**src/rtl/imm_ext_pipe.sv**
```systemverilog
// -----------------------------------------------------------------------------
// imm_ext_pipe
//   Immediate-extension stage with a valid/ready handshake on both sides.
//   Each accepted request is decoded by mode (zero/sign extension, branch
//   offset, upper immediate) and lands in an output register. A skid register
//   absorbs one request while the output is stalled, so in_ready comes
//   straight from state and never depends combinationally on out_ready.
//
// Ports
//   clk        : clock, rising edge
//   rst_n      : asynchronous active-low reset
//   in_valid   : request present          in_ready  : request can be taken
//   in_imm     : raw immediate            in_shamt  : raw shift amount
//   in_mode    : extension mode (0..4 legal, 5..7 illegal)
//   in_tag     : sideband carried unchanged to out_tag
//   flush      : drop held and incoming requests
//   out_valid  : out_data/out_tag/out_err valid
//   out_ready  : downstream consumes output this cycle
//   out_data   : extended value           out_tag   : tag of that value
//   out_err    : request had illegal mode
//   err_cnt    : saturating count of accepted illegal-mode requests
// -----------------------------------------------------------------------------
module imm_ext_pipe #(
    parameter int DATA_W  = 32,
    parameter int IMM_W   = 16,
    parameter int SHAMT_W = 5,
    parameter int TAG_W   = 5
) (
    input  logic               clk,
    input  logic               rst_n,
    input  logic               in_valid,
    output logic               in_ready,
    input  logic [IMM_W-1:0]   in_imm,
    input  logic [SHAMT_W-1:0] in_shamt,
    input  logic [2:0]         in_mode,
    input  logic [TAG_W-1:0]   in_tag,
    input  logic               flush,
    output logic               out_valid,
    input  logic               out_ready,
    output logic [DATA_W-1:0]  out_data,
    output logic [TAG_W-1:0]   out_tag,
    output logic               out_err,
    output logic [7:0]         err_cnt
);

    localparam logic [2:0] MODE_ZSHAMT = 3'd0;
    localparam logic [2:0] MODE_ZIMM   = 3'd1;
    localparam logic [2:0] MODE_SIMM   = 3'd2;
    localparam logic [2:0] MODE_BROFF  = 3'd3;
    localparam logic [2:0] MODE_LUI    = 3'd4;

    logic [DATA_W-1:0] w_simm;
    logic [DATA_W-1:0] w_ext_data;
    logic              w_ext_err;
    logic              w_accept;
    logic              w_main_free;

    logic              r_main_valid;
    logic [DATA_W-1:0] r_main_data;
    logic [TAG_W-1:0]  r_main_tag;
    logic              r_main_err;

    logic              r_skid_valid;
    logic [DATA_W-1:0] r_skid_data;
    logic [TAG_W-1:0]  r_skid_tag;
    logic              r_skid_err;

    logic [7:0]        r_err_cnt;

    // Mode decode. BROFF and LUI both start from the sign-extended immediate;
    // shifting it keeps the sign in every bit above the placed field.
    always_comb begin
        w_simm     = {{(DATA_W-IMM_W){in_imm[IMM_W-1]}}, in_imm};
        w_ext_data = '0;
        w_ext_err  = 1'b0;
        case (in_mode)
            MODE_ZSHAMT: w_ext_data = {{(DATA_W-SHAMT_W){1'b0}}, in_shamt};
            MODE_ZIMM:   w_ext_data = {{(DATA_W-IMM_W){1'b0}}, in_imm};
            MODE_SIMM:   w_ext_data = w_simm;
            MODE_BROFF:  w_ext_data = w_simm << 2;
            MODE_LUI:    w_ext_data = w_simm << 16;
            default:     w_ext_err  = 1'b1;
        endcase
    end

    // A full skid means in_ready is low, so no accept can coincide with it.
    assign w_accept    = in_valid && !r_skid_valid && !flush;
    assign w_main_free = !r_main_valid || out_ready;

    always_ff @(posedge clk or negedge rst_n) begin
        if (!rst_n) begin
            r_main_valid <= 1'b0;
            r_main_data  <= '0;
            r_main_tag   <= '0;
            r_main_err   <= 1'b0;
            r_skid_valid <= 1'b0;
            r_skid_data  <= '0;
            r_skid_tag   <= '0;
            r_skid_err   <= 1'b0;
            r_err_cnt    <= 8'd0;
        end else begin
            if (flush) begin
                r_main_valid <= 1'b0;
                r_skid_valid <= 1'b0;
            end else if (r_skid_valid) begin
                // Main is necessarily full here; drain skid into it on consume.
                if (out_ready) begin
                    r_main_data  <= r_skid_data;
                    r_main_tag   <= r_skid_tag;
                    r_main_err   <= r_skid_err;
                    r_skid_valid <= 1'b0;
                end
            end else if (w_accept) begin
                if (w_main_free) begin
                    r_main_valid <= 1'b1;
                    r_main_data  <= w_ext_data;
                    r_main_tag   <= in_tag;
                    r_main_err   <= w_ext_err;
                end else begin
                    r_skid_valid <= 1'b1;
                    r_skid_data  <= w_ext_data;
                    r_skid_tag   <= in_tag;
                    r_skid_err   <= w_ext_err;
                end
            end else if (r_main_valid && out_ready) begin
                r_main_valid <= 1'b0;
            end

            if (w_accept && w_ext_err && (r_err_cnt != 8'hFF)) begin
                r_err_cnt <= r_err_cnt + 8'd1;
            end
        end
    end

    assign in_ready  = !r_skid_valid;
    assign out_valid = r_main_valid;
    assign out_data  = r_main_data;
    assign out_tag   = r_main_tag;
    assign out_err   = r_main_err;
    assign err_cnt   = r_err_cnt;

endmodule

```
**config.mk**
```make
export PLATFORM = sky130hd
export DESIGN_NAME = imm_ext_pipe
export DESIGN_NICKNAME = d
export VERILOG_FILES = /design/src/rtl/imm_ext_pipe.sv
export SDC_FILE = /design/constraint.sdc
export NUM_CORES = 1
export LEC_CHECK = 0
export CAP_MARGIN = 5
export CORE_MARGIN = 2
export CORE_UTILIZATION = 45
export CTS_BUF_LIST = sky130_fd_sc_hd__clkbuf_8
export CTS_CLUSTER_SIZE = 30
export DETAILED_ROUTE_END_ITERATION = 8
export GPL_TIMING_DRIVEN = 0
export MAX_ROUTING_LAYER = met4
export PLACE_DENSITY = 0.71
export RECOVER_POWER = 25
export SYNTH_ARGS = -nofsm -noshare
export SYNTH_HDL_FRONTEND = slang
export SYNTH_SLANG_ARGS = --single-unit
```
**constraint.sdc**
```tcl
create_clock -name clk -period 4.6 [get_ports clk]
set_clock_uncertainty 0.05 [all_clocks]
set_input_delay 0.92 -clock clk [delete_from_list [all_inputs] [get_ports clk]]
set_output_delay 0.92 -clock clk [all_outputs]
set_load 0.005 [all_outputs]
```
==> metrics, run 1 <==
Period minus WS final=3169 ps; Area after DPL=5167 sq um; maximum VDD drop=0.1674 mV; antenna viol nets, final=0; list of most frequent post-synthesis cells=dfrtp_1, nand2_1, o21ai_0; Required @ worst endpoint=4810 ps; placed insts=616; Final Max Tran Viols=35; Vias=3549; sw frac=27.58%; first-pass GRT wire length=17400 um; clk_lat worst skew=360 ps; max incr delay on CP=1260 ps; count leader, synth=dfrtp_1; largest cells by area after synthesis=dfrtp_1, o21ai_0, mux2_2; final hold viol count=0; IO buf count=80; power per cell area=373.5 nW/um^2; post-route cell area=5354 sq um; wirelength, routed=10850 um; Post-synth EDFFs=0; Clock Path Buffers=2; unrepaired setup endpoints after global routing=no; Core Util, Final=58.50%; vias in the first global route=3488; Reg clk slew, reported paths=80 ps; logic gate share of total power=22.8%; row cnt=35; Seq cells post-synth=86; share of power burned in the clock network=29.0%; Power Internal=1.448 mW; total CTS buffers=9; top-area cell type share of the netlist area=51.21%; Root Driver=clkbuf_8; DRT iter0 DRCs=187; worst-margin pin slew=1796 ps; Critical Path Source Type=input pin; Syn Nets=459; Cells after Synth=424; crit path DAT=3380 ps; Synth Area per Inst=9.912 sq um; # setup viols final=0; Final Non-Filler Cells=632; CTS tree=done; CTS Sinks=86; drt wl/cell=17.17 um; final period utilization=68.89%; residual DRC count=0; Synth area leader=dfrtp_1; kind of cell adding the most delay to the critical path=buffers and inverters; core area=9153 sq um; gpl congestion=0.9439; critical path class=input pin to async pin; H-tree depth=3; post-DR vias/cell=5.616; CTS Hold Buffers Added=0; max_cap viols=1; post-CTS sizing=0; diodes inserted=0; DP Wirelength=7948 um; worst-path cell chain=clkbuf_1 > clkbuf_2; hold_ws=429.3 ps; CP max FO=53; mapped cell area=4203 sq um; violated checks=max-capacitance violations, max-slew violations; fin nets=551; Psw=551.4 uW; Hold/Removal Path Class=flop to flop; Seq pwr share=48.2%; Ys Warns=0; Tot GR Track Use=22.88%; Worst Setup End Kind=async pin; Post CTS Setup Buffer Count=0; Die Y=100.6 um; Area growth syn-to-layout=27.39%; Yosys cell types=42; layout cells sized above 1=11.71%; Ports=82; Overflow after GRT=0; drt first pass iters=4; largest net degree at the start of global routing=54; main flop type after synthesis=dfrtp_1; register area share after synthesis=51.21%; Buf/Inv on CP=2; fmax=315.6 MHz; die width=100.6 um; max_slew headroom=-19.73%; Die Area=10130 sq um; post-synthesis async set-or-reset flop share=100.0%; Power, Total=2.000 mW; Slowest-stage cell, CP=clkbuf_1; status=finished with violations; leakage=2.347 nW; initial antenna violation count=0; starting density of the core=45.92%
layout by cell type, fill, tap and decap left out, drive strengths merged, types with 2 or more instances in the layout:
cell type / Yosys / layout
nand2: 64 / 64
nand3: 8 / 8
nor2: 17 / 17
xnor2: 2 / 2
and3: 7 / 7
inv: 3 / 6
bufinv: 0 / 2
a21oi: 34 / 34
buf: 19 / 19
dfrtp: 86 / 86
o31ai: 3 / 3
nand2b: 5 / 5
a221o: 6 / 6
clkbuf: 13 / 24
nand3b: 2 / 2
nand4: 3 / 3
and2: 15 / 15
clkinv: 1 / 2
a211oi: 7 / 7
o211ai: 4 / 4
clkdlybuf4s50: 0 / 79
a221oi: 2 / 2
mux2: 25 / 25
o21ai: 62 / 62
mux2i: 23 / 23
power groups by stage:
stage	sequential, mW	clock [mW]	combinational (mW)
floorplan	0.971	0	0.206
global placement	0.972	0	0.448
detailed placement	0.979	0	0.461
CTS	0.964	0.585	0.463
global route	0.982	0.622	0.504
finish	0.963	0.581	0.456
flip-flops by register name, summed over array words and instances (netlist names):
name,cells
r_skid_data,32
err_cnt,8
out_err,1
out_tag,5
r_skid_tag,5
out_data,32
r_skid_err,1
out_valid,1
r_skid_valid,1
area by class of cell:
| cell class | count | area, sq um |
|---|---|---|
| inverter | 4 | 15.01 |
| tap | 111 | 138.9 |
| fill | 815 | 3799 |
| timing repair buffer | 81 | 799.5 |
| multi-input combinational | 302 | 1881 |
| buffer | 32 | 155.1 |
| clock inverter | 7 | 88.84 |
| clock buffer | 9 | 123.9 |
| sequential | 86 | 2152 |
final timing paths:
kind / startpoint / endpoint / slack, ps / cells after the start
hold / removal: r_skid_data[29] / r_skid_data[29] / 430 / 2
hold reg to reg: r_skid_data[29] / r_skid_data[29] / 430 / 2
min in group asynchronous: rst_n / out_data[21] / 980 / 1
setup / recovery: rst_n / out_data[14] / 1430 / 2
max in group clk: r_skid_valid / in_ready / 1770 / 3
setup reg to reg: r_skid_valid / r_skid_data[11] / 2590 / 4
worst register-to-register path, cell delays in order, from the launching register on:
cell and delay, ps:
dfrtp_1 350, clkinv_1 220, nand4_1 350, clkbuf_1 530, mux2_2 410
metrics by stage:
stage / setup slack [ps] / TNS [ps]
6_report: 1431 / 0
5_1_grt: 871.7 / 0
4_1_cts: 1771 / 0
3_5_place_dp: 1611 / 0
3_3_place_gp: -549.4 / -46900
2_1_floorplan: 2347 / 0
cell families after synthesis:
kind of cell / synth area share (%)
fa+ha+maj: 0.2977
mux: 12.18
xor+xnor: 0.6253
buf+inv: 4.049
flops: 51.21
simple gates: 14.94
compound gates: 16.70
layer usage:
| metal | vias to the layer above | share of wire [%] | track usage (%) | wire length, um |
|---|---|---|---|---|
| met5 | - | 0 | - | 0 |
| met2 | 112 | 47 | 35.28 | 5149 |
| met1 | 1734 | 45 | 30.31 | 4863 |
| met3 | 23 | 5.3 | 3.537 | 575 |
| li1 | 1680 | - | - | - |
| met4 | 0 | 2.4 | 9.484 | 262 |
Power figures use the tool's default switching activity.
==> run 2, diff against run 1 <==
--- a/config.mk
+++ b/config.mk
@@ -13,7 +13,7 @@
 export DETAILED_ROUTE_END_ITERATION = 8
 export GPL_TIMING_DRIVEN = 0
 export MAX_ROUTING_LAYER = met4
-export PLACE_DENSITY = 0.71
+export PLACE_DENSITY = 0.74
 export RECOVER_POWER = 25
 export SYNTH_ARGS = -nofsm -noshare
 export SYNTH_HDL_FRONTEND = slang
==> constraint.sdc (replaced) <==
create_clock -name clk -period 2.67 [get_ports clk]
set_clock_uncertainty 0.05 [all_clocks]
set_input_delay 0.534 -clock clk [delete_from_list [all_inputs] [get_ports clk]]
set_output_delay 0.534 -clock clk [all_outputs]
set_load 0.005 [all_outputs]
==> run 2 against run 1 <==
- the flow now finishes without violations
- count of clock-buffer cells in the layout is 1 higher
- via count is 0.82% lower
- final cell count stayed put
- core utilization is 0.31 points lower
- sequential share of layout area is 0.22 points higher
- largest power group unchanged
==> metrics, run 2 (synthesis results as in run 1) <==
H-tree depth=3; final hold viol count=0; layout cells sized above 1=12.28%; max_cap viols=0; Reg2Reg Depth=4; post-DR vias/cell=5.570; CTS Hold Buffers Added=0; Root Driver=clkbuf_8; starting density of the core=45.92%; vias in the first global route=3387; clk_lat worst skew=360 ps; Worst R2R End=r_skid_data[12]; worst-margin pin slew=1163 ps; residual DRC count=0; diodes inserted=0; Ports=82; Die Y=100.6 um; Overflow after GRT=0; fin nets=551; Clock Path Buffers=2; commonest non-fill, non-tap cell in the layout=dfrtp_1; CP max FO=10; Required @ worst endpoint=2090 ps; drt first pass iters=4; row cnt=35; final period utilization=92.05%; CTS Sinks=86; unrepaired setup endpoints after global routing=no; reg2reg start=r_skid_valid; IO buf count=80; post-CTS sizing=0; DP Wirelength=8123 um; register area=2152 sq um; power per cell area=622.8 nW/um^2; antenna viol nets, final=0; maximum VDD drop=0.3119 mV; critical path class=flop to primary output; Die Area=10130 sq um; initial antenna violation count=0; Period minus WS final=2458 ps; multi-input combinational cell area=1881 sq um; leakage=2.323 nW; crit path DAT=1870 ps; hold_ws=264.1 ps; gpl congestion=0.9264; FILL cells=793; first-pass GRT wire length=17660 um; PnR worst setup slack=212.3 ps; core area=9153 sq um; DRT iter0 DRCs=192; Area growth syn-to-layout=26.70%; fmax=406.9 MHz; post-place setup slack=82.30 ps; status=finished, final reports clean; Worst Setup End Kind=primary output; CTS tree=done; r2r setup slk=620 ps; die width=100.6 um; wirelength, routed=11100 um; total CTS buffers=9; Reg clk slew, reported paths=90 ps; max_slew headroom=22.46%; Vias=3520; Hold/Removal Path Class=input pin to async pin; # setup viols final=0; most frequent cells in the layout=dfrtp_1, clkdlybuf4s50_1, nand2_1, o21ai_0, a21oi_1; largest net degree at the start of global routing=48; Critical Path Source Type=flop; Final Max Tran Viols=0; drt wl/cell=17.56 um; Post CTS Setup Buffer Count=0; Tot GR Track Use=23.30%
## run 2: cell count changes in the layout (fill, tap and decap cells not counted), sizes merged
cell	delta
inv	-1
clkinvlp	+2
clkbuf	+1
bufinv	-2
## run 2: worst max-delay path by stage
stage	cells past startpoint	startpoint	endpoint	slack, ps
finish	3	r_skid_valid	in_ready	210
global route	3	r_skid_valid	in_ready	100
CTS	3	r_skid_valid	in_ready	200
detailed placement	5	flush	r_skid_data[12]	80
global placement	1	rst_n	out_tag[1]	-2030
floorplan	5	in_mode[0]	err_cnt[4]	800
## run 2: critical path: stages, from the launching register on
cell and delay (ps):
dfrtp_1 390, clkinv_1 160, clkbuf_1 370, clkdlybuf4s50_1 590
## run 2: metrics by stage
stage | area, sq um | cells | util, % | total power [mW] | TNS (ps)
global route | 5325 | 632 | 58.18 | 3.496 | 0
finish | 5325 | 632 | 58.18 | 3.317 | 0
detailed placement | 5167 | 616 | 56.46 | 2.485 | 0
CTS | 5350 | 632 | 58.46 | 3.344 | 0
floorplan | 4203 | 424 | - | 2.027 | 0
global placement | 5142 | 615 | 56.19 | 2.446 | -174370
## run 2: power by group
part	internal (mW)	switching (mW)
registers	1.52	0.137
clock network	0.368	0.499
logic	0.448	0.341
## run 2: routing by layer
metal	vias up	track usage, %	routed length, um
li1	1677	-	-
met1	1718	31.56	5035
met2	102	35.90	5278
met3	23	4.022	559
met5	-	-	0
met4	0	7.376	229
## run 2: final cells by class
type	instances	share of cell area [%]
clock inverters	6	0.8459
plain buffers	32	2.914
clock buffers	10	2.585
flip-flops and latches	86	40.41
repair buffers	81	15.04
inverters	4	0.2820
well taps	111	2.608
multi-input cells	302	35.31
==> run 3, diff against run 2 <==
--- a/config.mk
+++ b/config.mk
@@ -6,6 +6,7 @@
 export NUM_CORES = 1
 export LEC_CHECK = 0
 export CAP_MARGIN = 5
+export CORE_ASPECT_RATIO = 0.5
 export CORE_MARGIN = 2
 export CORE_UTILIZATION = 45
 export CTS_BUF_LIST = sky130_fd_sc_hd__clkbuf_8
@@ -15,6 +16,7 @@
 export MAX_ROUTING_LAYER = met4
 export PLACE_DENSITY = 0.74
 export RECOVER_POWER = 25
+export SKIP_CTS_REPAIR_TIMING = 1
 export SYNTH_ARGS = -nofsm -noshare
 export SYNTH_HDL_FRONTEND = slang
 export SYNTH_SLANG_ARGS = --single-unit
==> run 3 against run 2 <==
- design area rose by 0.66%
- setup slack got worse by 5.8 ps
- via count about the same
- non-clock buffer count unchanged
- final cell count is 0.95% higher
- core utilization is 2.1 points higher
- critical endpoint unchanged
- clock power grew 11%
==> metrics, run 3 (synthesis results as in run 1) <==
Final Non-Filler Cells=638; crit path DAT=1880 ps; Reg clk slew, reported paths=90 ps; FILL cells=777; most frequent cells in the layout=dfrtp_1, clkdlybuf4s50_1, nand2_1, o21ai_0, a21oi_1; CTS tree=done; Required @ worst endpoint=2090 ps; reg2reg start=r_skid_valid; H-tree depth=3; Hold/Removal Path Class=input pin to async pin; CTS Sinks=86; end point of the critical path=in_ready; Worst R2R End=r_skid_data[11]; placed insts=622; worst-path cell chain=clkinv_1 > clkbuf_1 > clkdlybuf4s50_1; drt first pass iters=5; DRT iter0 DRCs=289; leakage=2.344 nW; largest net degree at the start of global routing=64; Die Y=72.34 um; CP max FO=10; total CTS buffers=9; IO buf count=80; Critical Path Source Type=flop; row cnt=24; antenna viol nets, final=0; first-pass GRT wire length=17640 um; Clock Path Buffers=2; post-DR vias/cell=5.514; residual DRC count=0; final hold viol count=0; maximum VDD drop=0.4303 mV; max_slew headroom=16.45%; Worst Setup SP=r_skid_valid; kind of cell adding the most delay to the critical path=buffers and inverters; DP Wirelength=7892 um; diodes inserted=0; max incr delay on CP=580 ps; power per cell area=636.3 nW/um^2; Tot GR Track Use=23.26%; die width=140.7 um; Overflow after GRT=0; fin nets=551; Root Driver=clkbuf_8; starting density of the core=47.28%; Reg2Reg Depth=4; layout cells sized above 1=12.09%; fmax=405.9 MHz; Buf/Inv on CP=3; Area growth syn-to-layout=27.54%; unrepaired setup endpoints after global routing=no; initial antenna violation count=0; final period utilization=92.27%; vias in the first global route=3511; status=finished, final reports clean; gpl congestion=0.8954; r2r setup slk=510 ps; Final Max Tran Viols=0; critical path class=flop to primary output; wirelength, routed=10820 um; clk_lat worst skew=370 ps; core area=8889 sq um; Die Area=10180 sq um; Fin Setup TNS=0 ps; Slowest-stage cell, CP=clkdlybuf4s50_1; max_cap viols=0; Vias=3518; worst-margin pin slew=1253 ps; Period minus WS final=2464 ps; hold_ws=358.7 ps; Ports=82; # setup viols final=0; Crit. path cell count=3; commonest non-fill, non-tap cell in the layout=dfrtp_1; Worst Setup End Kind=primary output; drt wl/cell=16.95 um
-- run 3: changes by cell type in the layout (fill, tap and decap cells not counted), moves of 2 or more --
| cell | delta |
|---|---|
| inv_6 | -2 |
| clkinvlp_4 | -3 |
| clkinv_4 | +2 |
| clkbuf_2 | -2 |
-- run 3: how the worst min path moves through the flow --
stage / startpoint / endpoint / slack [ps] / cells past startpoint
6_report: rst_n / err_cnt[4] / 360 / 1
5_1_grt: r_skid_data[24] / r_skid_data[24] / 460 / 2
4_1_cts: rst_n / err_cnt[4] / 8 / 1
3_5_place_dp: rst_n / err_cnt[4] / 410 / 1
3_3_place_gp: r_skid_data[21] / r_skid_data[21] / 410 / 2
2_1_floorplan: rst_n / err_cnt[0] / 190 / 0
-- run 3: power by group --
| part | internal (mW) | total, mW | switching, mW |
|---|---|---|---|
| Sequential | 1.52 | 1.66 | 0.139 |
| Combinational | 0.448 | 0.784 | 0.336 |
| Clock | 0.484 | 0.963 | 0.479 |
-- run 3: layout make-up --
cell class | count | area, sq um | area share (%)
inverters | 4 | 15.01 | 0.2801
multi-input cells | 302 | 1881 | 35.08
flip-flops and latches | 86 | 2152 | 40.15
clock inverters | 5 | 57.56 | 1.074
plain buffers | 32 | 155.1 | 2.894
well taps | 117 | 146.4 | 2.731
clock buffers | 11 | 151.4 | 2.824
repair buffers | 81 | 802.0 | 14.96
-- run 3: per-layer routing --
layer | GRT usage (%) | wire (um) | vias to the layer above
li1 | - | - | 1679
met5 | - | 0 | -
met4 | 7.889 | 216 | 0
met2 | 35.66 | 4865 | 134
met1 | 30.25 | 4886 | 1682
met3 | 6.469 | 847 | 23
-- run 3: through the flow --
stage / setup WS [ps] / utilization (%) / power, mW / area (sq um)
CTS: 172.2 / 60.57 / 3.439 / 5384
finish: 206.5 / 60.30 / 3.410 / 5360
global placement: -2113 / 57.94 / 2.446 / 5150
global route: 103.0 / 60.30 / 3.599 / 5360
floorplan: 802.6 / - / 2.027 / 4203
detailed placement: 12.01 / 58.22 / 2.483 / 5175
